--- src/rtl/booth_mult_param.sv ---
// ---------------------------------------------------------------------------
// booth_mult_param
// Sequential radix-2 Booth multiplier. Handles signed and unsigned operands
// by extending both operands to WIDTH+1 bits, then doing one Booth step per
// clock cycle for WIDTH+1 cycles.
//
// Ports
//   clk          : clock, rising-edge active
//   rst_n        : asynchronous active-low reset
//   start        : begin a multiplication (sampled only in IDLE)
//   signed_mode  : 1 = two's-complement operands, 0 = unsigned (sampled with start)
//   abort        : cancel an operation in CALC; returns to IDLE with no result
//   multiplicand : M operand, WIDTH bits (sampled with start)
//   multiplier   : Q operand, WIDTH bits (sampled with start)
//   busy         : high in CALC and DONE
//   done         : one-cycle pulse in the cycle product is updated
//   product      : last completed result, 2*WIDTH bits, held until next completion
// ---------------------------------------------------------------------------
module booth_mult_param #(
  parameter int WIDTH = 8
) (
  input  logic                 clk,
  input  logic                 rst_n,
  input  logic                 start,
  input  logic                 signed_mode,
  input  logic                 abort,
  input  logic [WIDTH-1:0]     multiplicand,
  input  logic [WIDTH-1:0]     multiplier,
  output logic                 busy,
  output logic                 done,
  output logic [2*WIDTH-1:0]   product
);

  localparam int EW = WIDTH + 1;
  localparam int CW = $clog2(WIDTH + 2);

  typedef enum logic [1:0] {IDLE, CALC, DONE} state_t;

  state_t               state_q, state_d;
  logic [EW-1:0]        a_q, a_d;
  logic [EW-1:0]        q_q, q_d;
  logic [EW-1:0]        m_q, m_d;
  logic                 qm1_q, qm1_d;
  logic [CW-1:0]        cnt_q, cnt_d;
  logic [2*WIDTH-1:0]   product_q, product_d;

  logic [EW-1:0]        boothSum;
  logic [EW-1:0]        aShift;
  logic [EW-1:0]        qShift;

  // Add/subtract selected by the Booth pair; wraps modulo 2^(WIDTH+1).
  always_comb begin
    boothSum = a_q;
    case ({q_q[0], qm1_q})
      2'b01:   boothSum = a_q + m_q;
      2'b10:   boothSum = a_q - m_q;
      default: boothSum = a_q;
    endcase
  end

  // Arithmetic right shift of {A,Q,q_m1}; the bit leaving Q becomes q_m1.
  assign aShift = {boothSum[EW-1], boothSum[EW-1:1]};
  assign qShift = {boothSum[0], q_q[EW-1:1]};

  always_comb begin
    state_d   = state_q;
    a_d       = a_q;
    q_d       = q_q;
    m_d       = m_q;
    qm1_d     = qm1_q;
    cnt_d     = cnt_q;
    product_d = product_q;
    case (state_q)
      IDLE: begin
        if (start) begin
          // Sign- or zero-extend by one bit so both modes use the same signed datapath.
          m_d     = {signed_mode & multiplicand[WIDTH-1], multiplicand};
          q_d     = {signed_mode & multiplier[WIDTH-1], multiplier};
          a_d     = '0;
          qm1_d   = 1'b0;
          cnt_d   = CW'(EW);
          state_d = CALC;
        end
      end
      CALC: begin
        if (abort) begin
          state_d = IDLE;
        end else begin
          a_d   = aShift;
          q_d   = qShift;
          qm1_d = q_q[0];
          cnt_d = cnt_q - CW'(1);
          if (cnt_q == CW'(1)) begin
            // Last step: the low 2*WIDTH bits of the post-shift {A,Q} are the exact result.
            state_d   = DONE;
            product_d = {aShift[WIDTH-2:0], qShift};
          end
        end
      end
      DONE: begin
        state_d = IDLE;
      end
      default: begin
        state_d = IDLE;
      end
    endcase
  end

  always_ff @(posedge clk or negedge rst_n) begin
    if (!rst_n) begin
      state_q   <= IDLE;
      a_q       <= '0;
      q_q       <= '0;
      m_q       <= '0;
      qm1_q     <= 1'b0;
      cnt_q     <= '0;
      product_q <= '0;
    end else begin
      state_q   <= state_d;
      a_q       <= a_d;
      q_q       <= q_d;
      m_q       <= m_d;
      qm1_q     <= qm1_d;
      cnt_q     <= cnt_d;
      product_q <= product_d;
    end
  end

  assign busy    = (state_q != IDLE);
  assign done    = (state_q == DONE);
  assign product = product_q;

endmodule

--- config.mk ---
export PLATFORM = sky130hd
export DESIGN_NAME = booth_mult_param
export DESIGN_NICKNAME = d
export VERILOG_FILES = /design/src/rtl/booth_mult_param.sv
export SDC_FILE = /design/constraint.sdc
export NUM_CORES = 1
export LEC_CHECK = 0
export ABC_CLOCK_PERIOD_IN_PS = 2900
export CAP_MARGIN = 5
export CORE_MARGIN = 2
export CORE_UTILIZATION = 54
export CTS_CLUSTER_DIAMETER = 100
export DETAILED_ROUTE_END_ITERATION = 8
export GPL_TIMING_DRIVEN = 0
export PLACE_DENSITY = 0.8
export SLEW_MARGIN = 20
export SYNTH_ARGS = -nofsm -noshare
export SYNTH_HDL_FRONTEND = slang
export SYNTH_SLANG_ARGS = --single-unit
export TNS_END_PERCENT = 20
--- constraint.sdc ---
create_clock -name clk -period 2.9 [get_ports clk]
set_input_delay 0.58 -clock clk [delete_from_list [all_inputs] [get_ports clk]]
set_output_delay 0.58 -clock clk [all_outputs]
set_load 0.03 [all_outputs]
==> run metrics <==
Worst path slowest cell fa_1; DRC errors left 0; Final Skew 0.007583 ns; Slew @ Worst Pin 0.7022 ns; max incr delay on CP roughly 0.45 ns; post-synthesis mux area share 6.763%; top-area cell type share of the netlist area 47.00%; post-synthesis register bit count 49; RSZ-0062 raised after global routing no; CTS tree yes; most common cell in the netlist nand2_1; HP Class input port to asynchronous set/reset pin; synth unique cells 40; Top Layer Used met4; Hold Vio Cnt, Final 0; Mapped Area 0.002609 sq mm; Die Ht 73.51 um; vias in the first global route 2035; Post-synth ARST share 100.0%; Vias/cell 5.717; clock buffer depth 2; area of the multi-input gates 0.001292 sq mm; xor and xnor area share after synthesis 3.693%; post-DR wirelength/cell between 10 and 15 um; Synth area leaders dfrtp_1, nand2_1, ha_1, mux2_1, xnor2_1; post-synthesis adder-cell area fraction between 6 and 7%; CP delay by family, top adder cells; pin count of the biggest net entering global routing 28; final hold slack 0.2456 ns; Worst Setup End Kind flip-flop; number of synthesized flops with an enable pin 0; global route overflow 0; clock-pin slew on the worst setup and hold paths approximately 0.090 ns; Pwr Density 1242 mW/mm^2; peak supply drop approximately 700 uV; R2R setup slack 0.20 ns; Total Power 3.925 mW; most used flip-flop cell after synthesis dfrtp_1; leakage approximately 1.4 nW; flip-flop and latch area 0.001226 sq mm; number of synthesis warnings 0; share of cells above drive strength 1 ~7.1%; total core area 0.004692 sq mm; simple-gate portion of the synthesized area 19.04%; Clock Sinks 49; Final period util 93.16%; sequential share of the synthesized area 47.00%; metal3 WL around 270 um; post-synth net total 312; CTS Buf Count 5; Detailed Place HPWL 4115 um; Die X 73.51 um; fill cell count about 390; area leader, netlist dfrtp_1; post-layout net count 357; worst path cell trace inv_1 > ha_2 > mux2_2 > fa_1 > nor2b_2 > o31a_1 > o21ai_1 > xnor2_1 > o311ai_1 > o41ai_1; DRT Pass-1 Iters 4; DRT iter0 DRCs 138; Root Buffer clkbuf_8; Compound-Gate Fraction of Synth Area 13.33%; Mapped Cells 278; met2 WL 2566 um; antenna viol nets, final 0; max_cap viols 0; # hold bufs at CTS 0; clk_lat worst skew 0.31 ns; Reg2Reg Launch Point qm1_q; Die ar. 0.005403 sq mm; final worst slack 0.1983 ns; initial core utilization between 50% and 60%; Rows 25; Max Slew Vio Count 0; reg-to-reg endpoint a_q[7]; main combinational cell family by area after synthesis simple AND/OR/NAND/NOR gates; initial antenna violation count 0; minimum clock period after layout between 2 and 3 ns; kind of critical path flip-flop to flip-flop; Slew HR 53.19%; dpl ws 0.03227 ns; Ports 39; first-pass GRT wire length between 9000 and 10000 um; arrival time worst endpoint 2.88 ns; syn_area_per_cell 9.384 sq um; Reg2Reg Depth 10; area delta synth->final 21.10%; Antenna Cells 0; Critical Path RT 3.08 ns; setup TNS 0 ns; port buffer count 38; Critical Path Fanout Max 8; synth cell count leaders nand2_1, dfrtp_1, nor2_1, a21oi_1, ha_1; CTS H-tree lvls 2; Setup violations, final 0; Global Route Usage Sum 22.88%; Buf/Inv on CP 1; CP startpoint kind flip-flop; fmax 0.3701 GHz; status complete, no violations; DRT Wirelength 5552 um; Vias 2161; wl on met1 2604 um; GPL Wtd Cong 0.9022
## where the power goes
group          internal [mW]  switching (mW)
clock network          0.172           0.232
logic                   1.03            1.33
registers              0.947           0.214
total                   2.15            1.78
## metal layers
metal / vias up / track usage, %
met3: 12 / 4.938
met1: 1033 / 31.78
met5: - / 0
met4: 0 / 7.071
met2: 64 / 36.01
li1: 1052 / -
## worst register-to-register path, delay by kind of cell (launching register included)
| kind | cells | cell delay [ns] |
|---|---|---|
| adders and majority gates | 2 | 0.71 |
| buffers and inverters | 1 | 0.07 |
| and+or+nand+nor | 1 | 0.18 |
| muxes | 1 | 0.39 |
| DFF | 1 | 0.37 |
| AOI/OAI and AO/OA | 4 | 0.71 |
| xor gates and xnor gates | 1 | 0.14 |
## cells in the final DEF (no fill, tap or decap), types with 2 or more instances in the layout
cell,n
or4_1,2
nand2b_1,3
mux2_1,8
ha_1,11
xnor2_1,9
o21ai_0,4
xor2_1,2
nand2_1,61
buf_2,5
nor4_1,2
o21a_1,5
clkbuf_8,5
mux2i_1,3
nor4b_1,2
nor3_1,5
a31oi_1,10
a2bb2oi_1,2
o31ai_1,3
nand3_1,3
nor2_1,19
a21oi_1,12
nor2b_1,4
a211oi_1,2
mux2_2,5
clkdlybuf4s50_1,37
dfrtp_1,49
nor3b_1,3
inv_1,11
o21ai_1,10
o22ai_1,3
clkbuf_1,8
## cell type report
type / count / share of cell area [%]
buffer: 11 / 1.465
clock buffer: 6 / 2.297
clock inverter: 2 / 0.4356
inverter: 12 / 1.426
multi-input combinational: 205 / 40.91
sequential: 49 / 38.81
tap: 54 / 2.139
timing repair buffer: 39 / 12.51
## stage by stage
stage | std cells | instance area [sq um] | utilization, %
2_1_floorplan | 278 | 2609 | -
3_3_place_gp | 370 | 3057 | 65.15
3_5_place_dp | 371 | 3072 | 65.47
4_1_cts | 378 | 3154 | 67.23
5_1_grt | 378 | 3159 | 67.33
6_report | 378 | 3159 | 67.33
## how the worst max path moves through the flow
stage,slack (ns),cells after the start,start,end
after floorplan,0.33,11,qm1_q,a_q[7]
after global placement,-0.14,1,rst_n,product[2]
after detailed placement,0.03,11,qm1_q,a_q[7]
after CTS,0.09,10,qm1_q,a_q[7]
after global routing,0.03,10,qm1_q,a_q[7]
final,0.20,10,qm1_q,a_q[7]
## registers in the layout (all words and copies together) (netlist names)
name	count
q_q	9
product	16
qm1_q	1
state_q	2
a_q	8
m_q	9
cnt_q	4
## what timing repair did
item                       in CTS  in global routing
setup buffers                   0                  0
gates resized for setup         0                  2
setup endpoints to repair       1                  2
## cell families (layout without fill, tap and decap cells)
logic type	after synthesis	count (layout)
compound gates	56	56
xor+xnor	11	11
fa+ha+maj	13	13
buf+inv	24	70
flops	49	49
mux	16	16
simple gates	109	109
Note: power is estimated with default switching activity, not from simulation.
